===== config.mk =====
export PLATFORM = sky130hd
export DESIGN_NAME = uart_io_controller
export DESIGN_NICKNAME = d
export VERILOG_FILES = /design/src/rtl/uart_io_controller.sv
export SDC_FILE = /design/constraint.sdc
export NUM_CORES = 1
export LEC_CHECK = 0
export BUFFER_PORTS_ARGS = -buffer_cell sky130_fd_sc_hd__buf_2
export CORE_MARGIN = 5
export CORE_UTILIZATION = 30
export DETAILED_ROUTE_END_ITERATION = 16
export PLACE_DENSITY = 0.49
export SYNTH_ARGS = -nofsm -noshare
export SYNTH_HDL_FRONTEND = slang
export SYNTH_SLANG_ARGS = --single-unit

===== constraint.sdc =====
create_clock -name clk -period 5.9 [get_ports clk]
set_input_delay 1.18 -clock clk [delete_from_list [all_inputs] [get_ports clk]]
set_output_delay 1.18 -clock clk [all_outputs]
set_load 0.02 [all_outputs]

===== src/rtl/uart_io_controller.sv =====
// Bus-mapped sequencer for the byte-wide UART TX/RX handshakes, with an 8-deep FIFO each way.
// Define UART_IRQ_EN to enable the CTRL register and the level interrupt.
module uart_io_controller #(
    parameter int DEPTH_LOG2 = 3
) (
    input  logic       clk,
    input  logic       reset,
    input  logic [1:0] addr,
    input  logic       rd,
    input  logic       wr,
    input  logic [7:0] wdata,
    output logic [7:0] rdata,
    output logic       irq,
    output logic [7:0] UART_TXD,
    output logic       TX_EN,
    input  logic       TX_STATUS,
    input  logic [7:0] UART_RXD,
    input  logic       RX_EFF,
    output logic       RX_READ
);
    localparam int DEPTH = 1 << DEPTH_LOG2;
    localparam logic [DEPTH_LOG2:0] FULL_CNT = (DEPTH_LOG2 + 1)'(DEPTH);

    typedef enum logic [1:0] {TX_IDLE, TX_START, TX_HOLD, TX_WAIT} tx_state_e;
    typedef enum logic {RX_IDLE, RX_ACK} rx_state_e;

    tx_state_e tx_st_q, tx_st_d;
    rx_state_e rx_st_q, rx_st_d;

    logic [7:0] tx_mem [DEPTH];
    logic [7:0] rx_mem [DEPTH];

    logic [DEPTH_LOG2-1:0] tx_wp_q, tx_wp_d, tx_rp_q, tx_rp_d;
    logic [DEPTH_LOG2-1:0] rx_wp_q, rx_wp_d, rx_rp_q, rx_rp_d;
    logic [DEPTH_LOG2:0]   tx_cnt_q, tx_cnt_d, rx_cnt_q, rx_cnt_d;
    logic [7:0] txd_q, txd_d, rdata_q, rdata_d;
    logic       tx_en_q, tx_en_d, rx_read_q, rx_read_d, tx_drop_q, tx_drop_d;

    logic tx_full, tx_empty, rx_full, rx_empty;
    logic wr_tx, rd_rx, tx_push, tx_pop, rx_push, rx_pop;
    logic [7:0] status, ctrl_rd;

    assign tx_full  = (tx_cnt_q == FULL_CNT);
    assign tx_empty = (tx_cnt_q == '0);
    assign rx_full  = (rx_cnt_q == FULL_CNT);
    assign rx_empty = (rx_cnt_q == '0);

    // A write strobe wins over a simultaneous read, so the read side never pops then.
    assign wr_tx   = wr && (addr == 2'd0);
    assign rd_rx   = rd && !wr && (addr == 2'd1);
    assign tx_pop  = (tx_st_q == TX_IDLE) && !tx_empty && TX_STATUS;
    assign tx_push = wr_tx && (!tx_full || tx_pop);
    assign rx_pop  = rd_rx && !rx_empty;
    assign rx_push = (rx_st_q == RX_IDLE) && RX_EFF && (!rx_full || rx_pop);

    assign status = {2'b00, tx_drop_q, (tx_st_q != TX_IDLE), rx_full, rx_empty, tx_empty, tx_full};

    always_comb begin
        tx_wp_d  = tx_wp_q + DEPTH_LOG2'(tx_push);
        tx_rp_d  = tx_rp_q + DEPTH_LOG2'(tx_pop);
        tx_cnt_d = tx_cnt_q + (DEPTH_LOG2 + 1)'(tx_push) - (DEPTH_LOG2 + 1)'(tx_pop);
        rx_wp_d  = rx_wp_q + DEPTH_LOG2'(rx_push);
        rx_rp_d  = rx_rp_q + DEPTH_LOG2'(rx_pop);
        rx_cnt_d = rx_cnt_q + (DEPTH_LOG2 + 1)'(rx_push) - (DEPTH_LOG2 + 1)'(rx_pop);
    end

    always_comb begin
        tx_drop_d = tx_drop_q;
        if (wr_tx && tx_full && !tx_pop)
            tx_drop_d = 1'b1;
        else if (wr && (addr == 2'd2) && wdata[5])
            tx_drop_d = 1'b0;
    end

    always_comb begin
        rdata_d = rdata_q;
        if (rd) begin
            rdata_d = 8'h00;
            if (!wr) begin
                case (addr)
                    2'd1:    rdata_d = rx_empty ? 8'h00 : rx_mem[rx_rp_q];
                    2'd2:    rdata_d = status;
                    2'd3:    rdata_d = ctrl_rd;
                    default: rdata_d = 8'h00;
                endcase
            end
        end
    end

    always_comb begin
        tx_st_d = tx_st_q;
        txd_d   = txd_q;
        tx_en_d = 1'b0;
        case (tx_st_q)
            TX_IDLE: if (tx_pop) begin
                txd_d   = tx_mem[tx_rp_q];
                tx_st_d = TX_START;
            end
            TX_START: begin
                tx_en_d = 1'b1;
                tx_st_d = TX_HOLD;
            end
            // Guard cycle: the transmitter may not have dropped TX_STATUS yet.
            TX_HOLD: tx_st_d = TX_WAIT;
            TX_WAIT: if (TX_STATUS) tx_st_d = TX_IDLE;
            default: tx_st_d = TX_IDLE;
        endcase
    end

    always_comb begin
        rx_st_d   = rx_st_q;
        rx_read_d = 1'b0;
        case (rx_st_q)
            RX_IDLE: if (rx_push) begin
                rx_read_d = 1'b1;
                rx_st_d   = RX_ACK;
            end
            RX_ACK:  if (!RX_EFF) rx_st_d = RX_IDLE;
            default: rx_st_d = RX_IDLE;
        endcase
    end

    always_ff @(posedge clk) begin
        if (tx_push) tx_mem[tx_wp_q] <= wdata;
        if (rx_push) rx_mem[rx_wp_q] <= UART_RXD;
    end

    always_ff @(posedge clk or negedge reset) begin
        if (!reset) begin
            tx_st_q   <= TX_IDLE;
            rx_st_q   <= RX_IDLE;
            tx_wp_q   <= '0;
            tx_rp_q   <= '0;
            tx_cnt_q  <= '0;
            rx_wp_q   <= '0;
            rx_rp_q   <= '0;
            rx_cnt_q  <= '0;
            txd_q     <= 8'h00;
            rdata_q   <= 8'h00;
            tx_en_q   <= 1'b0;
            rx_read_q <= 1'b0;
            tx_drop_q <= 1'b0;
        end else begin
            tx_st_q   <= tx_st_d;
            rx_st_q   <= rx_st_d;
            tx_wp_q   <= tx_wp_d;
            tx_rp_q   <= tx_rp_d;
            tx_cnt_q  <= tx_cnt_d;
            rx_wp_q   <= rx_wp_d;
            rx_rp_q   <= rx_rp_d;
            rx_cnt_q  <= rx_cnt_d;
            txd_q     <= txd_d;
            rdata_q   <= rdata_d;
            tx_en_q   <= tx_en_d;
            rx_read_q <= rx_read_d;
            tx_drop_q <= tx_drop_d;
        end
    end

`ifdef UART_IRQ_EN
    logic [1:0] ctrl_q, ctrl_d;
    logic       irq_q, irq_d;

    always_comb begin
        ctrl_d = ctrl_q;
        if (wr && (addr == 2'd3)) ctrl_d = wdata[1:0];
        irq_d = (ctrl_q[0] & ~rx_empty) | (ctrl_q[1] & tx_empty & (tx_st_q == TX_IDLE));
    end

    always_ff @(posedge clk or negedge reset) begin
        if (!reset) begin
            ctrl_q <= 2'b00;
            irq_q  <= 1'b0;
        end else begin
            ctrl_q <= ctrl_d;
            irq_q  <= irq_d;
        end
    end

    assign ctrl_rd = {6'b000000, ctrl_q};
    assign irq     = irq_q;
`else
    assign ctrl_rd = 8'h00;
    assign irq     = 1'b0;
`endif

    assign rdata    = rdata_q;
    assign UART_TXD = txd_q;
    assign TX_EN    = tx_en_q;
    assign RX_READ  = rx_read_q;
endmodule


==> impl_results.md <==
- Fillers: around 2,300
- Sw frac: ~31%
- Critical-path cell list: buf_2 -> inv_1 -> ha_1 -> and3b_1 -> a2111oi_2 -> buf_4 -> or2_1 -> ha_1 -> inv_1 -> ha_1 -> a21o_1 -> a21oi_1 -> xor2_1
- Sequential share of power: 46.9%
- Worst path most repeated cell: ha_1
- Non-filler instance count after layout: between 700 and 800
- Critical R2R Capture: rx_cnt_q[3]
- RSZ-0062 raised after global routing: false
- Die Y: 163 microns
- Starting density of the core: between 30% and 40%
- Max Cap Violations: 0
- Total congestion overflow: 0
- Die Wd: between 150 and 200 microns
- Synth Warn #: 0
- Reg2Reg Depth: 12
- M1 WL: approximately 5.8 mm
- Post-synth top area share: 54.8%
- Worst R2R Start: rx_cnt_q[2]
- Postcts setup bufs: 0
- Critical Path AT: 3.46 ns
- Highest Signal Layer: met4
- DRT antenna net count: 0
- Drt first pass iters: 4
- Final nets: between 400 and 500
- Resized cells post-CTS: 0
- Crit path kind: in2reg
- Crit start category: input port
- Metal2 WL: between 7 and 8 mm
- Min-delay src: rdata[2]
- Hold path cells: 2
- First-pass GRT wire length: roughly 21 mm
- Clk_lat worst skew: 0.43 ns
- Most frequent cells in the layout: edfxtp_1 (128), dfrtp_1 (42), buf_2 (41)
- Post-Syn Instances: approximately 370
- Routability Congestion: around 0.72
- Cell internal pwr: 2510 uW
- Root buffer cell: clkbuf_16
- Share of layout cells above drive strength 1: 29.8%
- Vias/cell: 4.53
- Fmax: between 300 and 400 MHz
- Placed cells: between 700 and 800
- Hold EP: rdata[2]
- Crit share post-route: between 50% and 60%
- Commonest non-fill, non-tap cell in the layout: edfxtp_1
- Dpl hpwl: slightly above 9 mm
- Met3 WL: about 400 microns
- Largest stage delay, worst path: between 0.3 and 0.4 ns
- Yosys cell types: 48
- Final Hold Fails: 0
- Largest net degree at the start of global routing: 43
- Final worst setup slack: approximately 2.8 ns
- Clock tree buffer depth: 2
- Logic pwr share: 23.8%
- Synthesized area: 7020 sq um
- Min Tclk post-route: 3.11 ns
- Dpl ws: around 2.3 ns
- Area Overhead vs Synth: 17.3%
- Final setup fails: 0
- Vias: between 3,000 and 4,000
- FF-to-FF setup slack: ~3.1 ns
- H-tree Lvls: 4
- Peak supply drop: approximately 0.00023 V
- Clock power frac: 29.3%
- Post-synth ARST share: 24.7%
- Pleak: between 0.003 and 0.004 uW
- # DRC: 0
- Vias in the first global route: between 3,000 and 4,000
- Setup TNS: 0 ns
- IO buf count: 41
- CTS clk-pin slew, worst paths: 0.06 ns
- Max Clock Skew: roughly 0.013 ns
- Largest cells by area after synthesis: edfxtp_1 (55%), dfrtp_1 (15%), mux4_2 (7.1%)
- CP Data Required Time: between 6 and 7 ns
- Max-slew violations: 0
- CTS Buf Count: 17
- Rows: 56
- CP endpoint kind: flop
- Top fanout value on the critical path: 12
- Register area share after synthesis: roughly 70%
- Slew HR: between 30 and 40%
- Die area: ~27,000 sq um
- Post-synth EDFFs: 128
- Wirelength per Cell: 17.9 microns
- Slowest-stage cell, CP: a2111oi_2
- Seq cells post-synth: between 150 and 200
- Avg Cell Area, Syn: 18.9 sq um
- HP Class: reg2reg
- Core area: approximately 23,000 sq um
- Cell accounting for the most synthesized area: edfxtp_1
- Antenna Cells: 0
- Total track usage: 10.9%
- Clk sinks: 170
- CTS tree: yes
- Final core occ: a little over a third
- Hold buffers post-CTS: 0
- Main synth FF type: edfxtp_1
- Switch Pwr: ~1100 uW
- Pwr dens: 445 nW/um^2
- Worst-margin pin slew: 1.04 ns
- Drt initial violations: 186
- I/O pin total: between 40 and 50
- Initial antenna violation count: 0
- Mapped Nets: roughly 430
- Status: complete, no violations
- Routed WL: between 10 and 15 mm
-- worst max-delay path by stage --
| stage | cells after the start | startpoint | slack [ns] | to |
|---|---|---|---|---|
| 3_5_place_dp | 13 | addr[1] | 2.33 | rx_cnt_q[3] |
| 5_1_grt | 13 | addr[1] | 2.62 | rx_cnt_q[3] |
| 2_1_floorplan | 12 | addr[1] | 2.58 | rx_cnt_q[3] |
| 3_3_place_gp | 13 | addr[1] | 2.39 | rx_cnt_q[3] |
| 6_report | 13 | addr[1] | 2.79 | rx_cnt_q[3] |
| 4_1_cts | 13 | addr[1] | 2.79 | rx_cnt_q[3] |
-- worst max-delay path, delay by kind of cell --
| family | cells | cell delay, ns |
|---|---|---|
| AOI/OAI and AO/OA | 3 | 0.70 |
| buffers and inverters | 4 | 0.46 |
| and+or+nand+nor | 2 | 0.35 |
| adders and majority gates | 3 | 0.60 |
| xor gates and xnor gates | 1 | 0.16 |
-- kinds of logic (layout without fill, tap and decap cells) --
family	count (synthesis)	after routing	share of synthesized area [%]
DFF	170	170	69.8
muxes	58	58	14.9
and+or+nand+nor	46	46	3.82
buffers and inverters	34	102	2.44
adders and majority gates	29	29	5.39
AOI/OAI and AO/OA	26	26	2.59
xor gates and xnor gates	8	8	0.999
other	1	1	0.0535
-- metrics by stage --
step / cell area, sq um / hold WS [ns] / total power [uW]
CTS: 8230 / 0.497 / 3720
finish: 8230 / 0.492 / 3660
detailed placement: 7650 / 0.482 / 2640
global route: 8230 / 0.522 / 3880
floorplan: 7020 / 0.455 / 2370
global placement: 7650 / 0.480 / 2610
-- power groups by stage --
stage,sequential (uW),clock [uW],combinational [uW]
after floorplan,1630,0,743
after global placement,1750,0,861
after detailed placement,1760,0,889
after CTS,1730,1100,891
after global routing,1760,1160,961
final,1720,1070,870
-- per-layer routing --
layer | track usage, % | up-vias
met4 | 3.13 | 0
met3 | 2.81 | 14
met2 | 19.3 | 48
met1 | 13.1 | 1802
met5 | 0 | -
li1 | - | 1574
-- Yosys cell counts (4+ instances only) --
master	n
mux2_2	15
nor4b_1	4
edfxtp_1	128
nand2_1	6
ha_1	27
inv_1	18
buf_2	4
a22oi_1	4
dfrtp_1	42
nor2_1	9
mux2i_1	8
clkbuf_1	5
nand2b_1	4
mux4_2	22
xor2_1	7
o21ai_1	8
mux4_1	10
nor3_1	5
nor4_1	5
-- flip-flops by register name, summed over array words and instances (netlist names) --
register / flops
RX_READ: 1
TX_EN: 1
tx_st_q: 2
UART_TXD: 8
tx_drop_q: 1
tx_wp_q: 3
rx_cnt_q: 4
rx_st_q: 1
tx_mem: 64
rx_wp_q: 3
rx_rp_q: 3
tx_rp_q: 3
rdata: 8
rx_mem: 64
tx_cnt_q: 4
-- layout make-up --
cell class | count | area [sq um] | share of cell area [%]
flip-flops and latches | 170 | 4890 | 59.5
repair buffers | 50 | 273 | 3.32
clock inverters | 15 | 154 | 1.87
well taps | 319 | 399 | 4.85
multi-input cells | 168 | 2010 | 24.4
clock buffers | 17 | 425 | 5.17
inverters | 20 | 75.1 | 0.913
No activity file was read; power rests on OpenSTA's default activity.
